[src/rtl/ece178_pio_in_capture.sv]
// Avalon-MM input PIO: synchronises in_port, exposes its level, latches edges in a W1C capture register, masked IRQ.
// Optional per-bit debounce in front of the level register is compiled in with `define ECE178_PIO_DEBOUNCE_EN.
module ece178_pio_in_capture #(
  parameter int WIDTH           = 4,
  parameter int SYNC_STAGES     = 2,
  parameter int EDGE_TYPE       = 0,
  parameter int DEBOUNCE_CYCLES = 50000
) (
  input  logic             clk,
  input  logic             reset_n,
  input  logic [1:0]       address,
  input  logic             chipselect,
  input  logic             write_n,
  input  logic [31:0]      writedata,
  output logic [31:0]      readdata,
  input  logic [WIDTH-1:0] in_port,
  output logic             irq
);

  // Bus handshake: zero-wait-state slave. A write takes effect at the clock edge where
  // chipselect=1 and write_n=0; readdata is a pure function of address and the registers,
  // valid in the same cycle, with no side effects and no dependence on chipselect.

  logic [WIDTH-1:0] sync_q [SYNC_STAGES];
  logic [WIDTH-1:0] s;
  logic [WIDTH-1:0] lvl;
  logic [WIDTH-1:0] lvl_next;
  logic [WIDTH-1:0] prev;
  logic [WIDTH-1:0] mask;
  logic [WIDTH-1:0] cap;
  logic [WIDTH-1:0] rise;
  logic [WIDTH-1:0] fall;
  logic [WIDTH-1:0] edge_det;
  logic [WIDTH-1:0] clr_bits;
  logic             wr2;
  logic             wr3;
  logic             unused_wd;

  always_ff @(posedge clk or negedge reset_n) begin
    if (!reset_n) begin
      for (int i = 0; i < SYNC_STAGES; i++) sync_q[i] <= '0;
    end else begin
      sync_q[0] <= in_port;
      for (int i = 1; i < SYNC_STAGES; i++) sync_q[i] <= sync_q[i-1];
    end
  end

  assign s = sync_q[SYNC_STAGES-1];

`ifdef ECE178_PIO_DEBOUNCE_EN
  localparam int CNT_W = $clog2(DEBOUNCE_CYCLES + 1);
  localparam logic [CNT_W-1:0] CNT_LAST = CNT_W'(DEBOUNCE_CYCLES - 1);

  logic [CNT_W-1:0] db_cnt      [WIDTH];
  logic [CNT_W-1:0] db_cnt_next [WIDTH];

  // The level follows s only after s has differed from it for DEBOUNCE_CYCLES clocks in a row.
  always_comb begin
    lvl_next = lvl;
    for (int b = 0; b < WIDTH; b++) begin
      db_cnt_next[b] = '0;
      if (s[b] != lvl[b]) begin
        if (db_cnt[b] == CNT_LAST) begin
          lvl_next[b] = s[b];
        end else begin
          db_cnt_next[b] = db_cnt[b] + 1'b1;
        end
      end
    end
  end

  always_ff @(posedge clk or negedge reset_n) begin
    if (!reset_n) begin
      for (int b = 0; b < WIDTH; b++) db_cnt[b] <= '0;
    end else begin
      for (int b = 0; b < WIDTH; b++) db_cnt[b] <= db_cnt_next[b];
    end
  end
`else
  assign lvl_next = s;
`endif

  always_ff @(posedge clk or negedge reset_n) begin
    if (!reset_n) begin
      lvl  <= '0;
      prev <= '0;
    end else begin
      lvl  <= lvl_next;
      prev <= lvl;
    end
  end

  assign rise = lvl & ~prev;
  assign fall = ~lvl & prev;

  always_comb begin
    case (EDGE_TYPE)
      0:       edge_det = rise;
      1:       edge_det = fall;
      default: edge_det = rise | fall;
    endcase
  end

  assign wr2      = chipselect & ~write_n & (address == 2'd2);
  assign wr3      = chipselect & ~write_n & (address == 2'd3);
  assign clr_bits = wr3 ? writedata[WIDTH-1:0] : '0;

  // A new edge always wins over a simultaneous clear so no event is lost.
  always_ff @(posedge clk or negedge reset_n) begin
    if (!reset_n) begin
      cap  <= '0;
      mask <= '0;
    end else begin
      cap <= edge_det | (cap & ~clr_bits);
      if (wr2) mask <= writedata[WIDTH-1:0];
    end
  end

  assign irq = |(cap & mask);

  always_comb begin
    readdata = '0;
    case (address)
      2'd0:    readdata[WIDTH-1:0] = lvl;
      2'd2:    readdata[WIDTH-1:0] = mask;
      2'd3:    readdata[WIDTH-1:0] = cap;
      default: readdata = '0;
    endcase
  end

  assign unused_wd = ^{writedata, 1'b0};

endmodule

[config.mk]
export PLATFORM = sky130hd
export DESIGN_NAME = ece178_pio_in_capture
export DESIGN_NICKNAME = d
export VERILOG_FILES = /design/src/rtl/ece178_pio_in_capture.sv
export SDC_FILE = /design/constraint.sdc
export NUM_CORES = 1
export LEC_CHECK = 0
export ABC_CLOCK_PERIOD_IN_PS = 3800
export CAP_MARGIN = 5
export CORE_UTILIZATION = 38
export CTS_BUF_LIST = sky130_fd_sc_hd__clkbuf_16
export DETAILED_ROUTE_END_ITERATION = 8
export PLACE_DENSITY_LB_ADDON = 0.25
export RECOVER_POWER = 100
export SLEW_MARGIN = 10
export SYNTH_ARGS = -nofsm -noshare
export SYNTH_HDL_FRONTEND = slang
export SYNTH_SLANG_ARGS = --single-unit
[constraint.sdc]
create_clock -name clk -period 3.8 [get_ports clk]
set_clock_uncertainty 0.2 [all_clocks]
set_input_delay 0.57 -clock clk [delete_from_list [all_inputs] [get_ports clk]]
set_output_delay 0.57 -clock clk [all_outputs]
set_load 0.05 [all_outputs]
== After elaboration in Yosys (flattened, before gate mapping) ==
Index checks and enable logic that the tools add are counted.
Word-level totals
  register bits after elaboration: 24
  input port bits: 42
Cells by class
  equality and inequality tests: 2
  mux-type cells: 2
  bitwise operators: 10
  reduce and logical (&&, ||, !) cells: 2
Operators by type and width (number)
  $and A4 B4 Y4: 3
  $pmux W4 S3: 1
  $not A4 Y4: 2
  $eq A2 B2 Y1 const B: 2
  $mux W4: 1
  $or A4 B4 Y4: 1
  $reduce_or A4 Y1: 1
  $and A1 B1 Y1: 3
  $logic_not A2 Y1: 1
  $not A1 Y1: 1

== Longest topological paths before layout ==
  depth after elaboration: 7
  depth in mapped cells: 3

== Worst setup path after synthesis ==
Ideal clock, no wire load.
  path type: input port to output port
  from: in address[0]
  to: out readdata[1]
  arrival: 1.379 ns
  data required time: 3.030 ns
  setup slack: 1.651 ns
  stages: 3
  path buffers: 1
  path through: buf_6 -> mux2_1 -> a22o_1
Between the ends
  word-level cells in the longest chain between the ends: 2
RTL lines
  from (decl): line 11  | input logic [1:0] address,
  $eq A2 B2 Y1 / $logic_not A2 Y1 (equally long branches): line 123  | case (address)
  $pmux W4 S3 (*): line 123
  to (decl): line 15  | output logic [31:0] readdata,
Mark *: on every way between the ends. The rest lies on a longest branch, timed or not.

== Worst setup path in the final report ==
Same ends and word-level chain as after synthesis.

==> metrics <==
status complete, no violations; Worst Path Required 3030 ps; Worst Reg-to-Reg Cells 1; WL/cell 11.37 um; drt first pass iters 4; Critical Path End readdata[1]; Setup CP Type input port to output port; GPL Wtd Cong 0.7633; Final Cycle Share 0.8928; critical path arrival 2620 ps; FF-to-FF End mask[0]; setup slack, reg-to-reg 2800 ps; Initial Utilization 0.4006; Post-DP HPWL 1.158 mm; CP endpoint kind output port; mapped cell area 1105 um2; Syn Area/Cell 12.55 um2; Leak 0.0006226 uW; unrepaired setup endpoints after global routing no; Clock Latency Late Sink 250 ps; critical path peak fanout 7; CTS Buffer Depth 2; Top cell by count, worst path dlygate4sd3_1; Die H 55.92 um; crit path launch type input port; grt ovf 0; largest net degree at the start of global routing 25; Final Hold Viols 0; worst slew pin tran 1030 ps; Core ar. 2758 um2; DR DRC count 0; number of DRC markers in iteration 0 6; Post-CTS Resized 0; CP Buf/Inv Count 2; IO Pins 75; initial antenna violation count 0; global-route wire length before repair 2.677 mm; fin nets 151; clk root buf clkbuf_16; vias in the first global route 611; TritonCTS buffer count 3; yosys warns 0; Peak VDD IR 0.0002941 V; Hold Path Class flip-flop to flip-flop; Util after Layout 0.4596; CTS Sinks 24; post-synthesis sequential area ratio 0.5436; RR Startpoint mask[0]; CP top delay family buffers and inverters; clock slew at the register clock pins of the worst setup and hold paths 60 ps; worst setup path startpoint address[0]; fmax 0.2947 GHz; Post-DP Area 1204 um2; final setup violation count 0; design area 1267 um2; Yosys cell types 16; Std-Cell Rows 19; Hold Buf Count CTS 0; DIE WIDTH 55.92 um; CTS tree done; Mapped Cells 88; Die Area 3127 um2; pwr dens 514.3 nW/um2; total number of vias 616; Setup Buffers After CTS 0; Slew Limit Fails 0; worst hold margin 146.4 ps; H-tree levels 1; layout cells sized above 1 0.06481; Port Buffer Count 18; max cap viols 0; max incr delay on CP 760 ps; setup TNS 0 ps; Area Growth Syn to Fin 14.72%; final wirelength 1.581 mm; Period minus WS final 3393 ps; GRT Total Usage 0.1140; diode count 0; post-DR vias/cell 4.432; Slew HR 0.3107; Slowest-stage cell, CP dlygate4sd3_1; synthesis-stage register bit count 24; post-route ant nets 0; crit path cell chain dlygate4sd3_1 > mux2_1 > a22o_1 > dlygate4sd3_1; instance count on the critical path 4
==> cell usage in the layout (no fill, tap or decap) <==
cell	instances
o221ai_1	4
clkinv_1	1
clkdlybuf4s50_1	7
nor2_1	1
mux2_1	4
clkbuf_16	3
conb_1	28
nand2b_1	4
nand2_1	1
a22oi_1	2
and4b_1	1
inv_1	8
a22o_1	4
and4bb_1	1
mux2_4	1
mux2_2	3
dlygate4sd3_1	11
dfrtp_1	24
==> synth_stat cells, drive strengths merged <==
cell / n / area [um2]
and4b: 1 / 10.01
and4bb: 1 / 16.27
buf: 29 / 221.5
nand2: 1 / 3.750
a22oi: 2 / 15.01
dfrtp: 24 / 600.6
nand2b: 4 / 25.02
conb: 1 / 3.750
a22o: 4 / 35.03
inv: 8 / 30.03
nor2: 1 / 3.750
o221ai: 4 / 35.03
mux2: 8 / 105.1
==> how the worst min path moves through the flow <==
stage / start / endpoint / cells after the start
4_1_cts: sync_q[4] / lvl_next[0] / 0
6_report: sync_q[4] / lvl_next[0] / 0
3_3_place_gp: lvl_next[0] / lvl[0] / 0
2_1_floorplan: reset_n / cap[0] / 0
5_1_grt: sync_q[6] / lvl_next[2] / 0
3_5_place_dp: sync_q[4] / lvl_next[0] / 0
==> metrics by stage <==
step,worst slack [ps],power (uW),std cells
final,407.3,651.8,139
after CTS,531.9,672.1,139
after global routing,353.0,682.3,139
after floorplan,1651,432.6,115
after detailed placement,533.4,448.4,135
after global placement,542.9,445.7,135
==> where the power goes <==
group / internal [uW] / switching, uW / total [uW]
Sequential: 275 / 11.4 / 286
Clock: 140 / 79.2 / 219
Combinational: 40.1 / 106 / 146
Total: 455 / 197 / 652
==> kinds of logic (layout without fill, tap and decap cells) <==
family                 count (synthesis)  count (layout)  share of synthesized area
and+or+nand+nor                        8               8                    0.05322
DFF                                   24              24                     0.5436
muxes                                  8               8                    0.09513
other                                  1              28                   0.003394
AOI/OAI and AO/OA                     10              10                    0.07700
buffers and inverters                 37              30                     0.2276
==> final cells by class <==
cell class	instances	area (um2)
flip-flops and latches	24	600.6
clock buffers	3	75.07
clock inverters	1	3.754
well taps	31	38.79
inverters	8	30.03
repair buffers	18	180.2
fillers	262	1490
multi-input cells	54	339.1
==> state kept, by name, summed over array words and instances, names as in the netlist <==
register / flops
lvl: 4
prev: 4
lvl_next: 4
sync_q: 4
cap: 4
mask: 4
==> per-layer routing <==
layer	share of wire	global-route usage
met5	0	0
met1	0.43	0.1405
met2	0.47	0.1807
met4	0.026	0.07317
met3	0.071	0.02558
(Power assumes the default switching activity.)
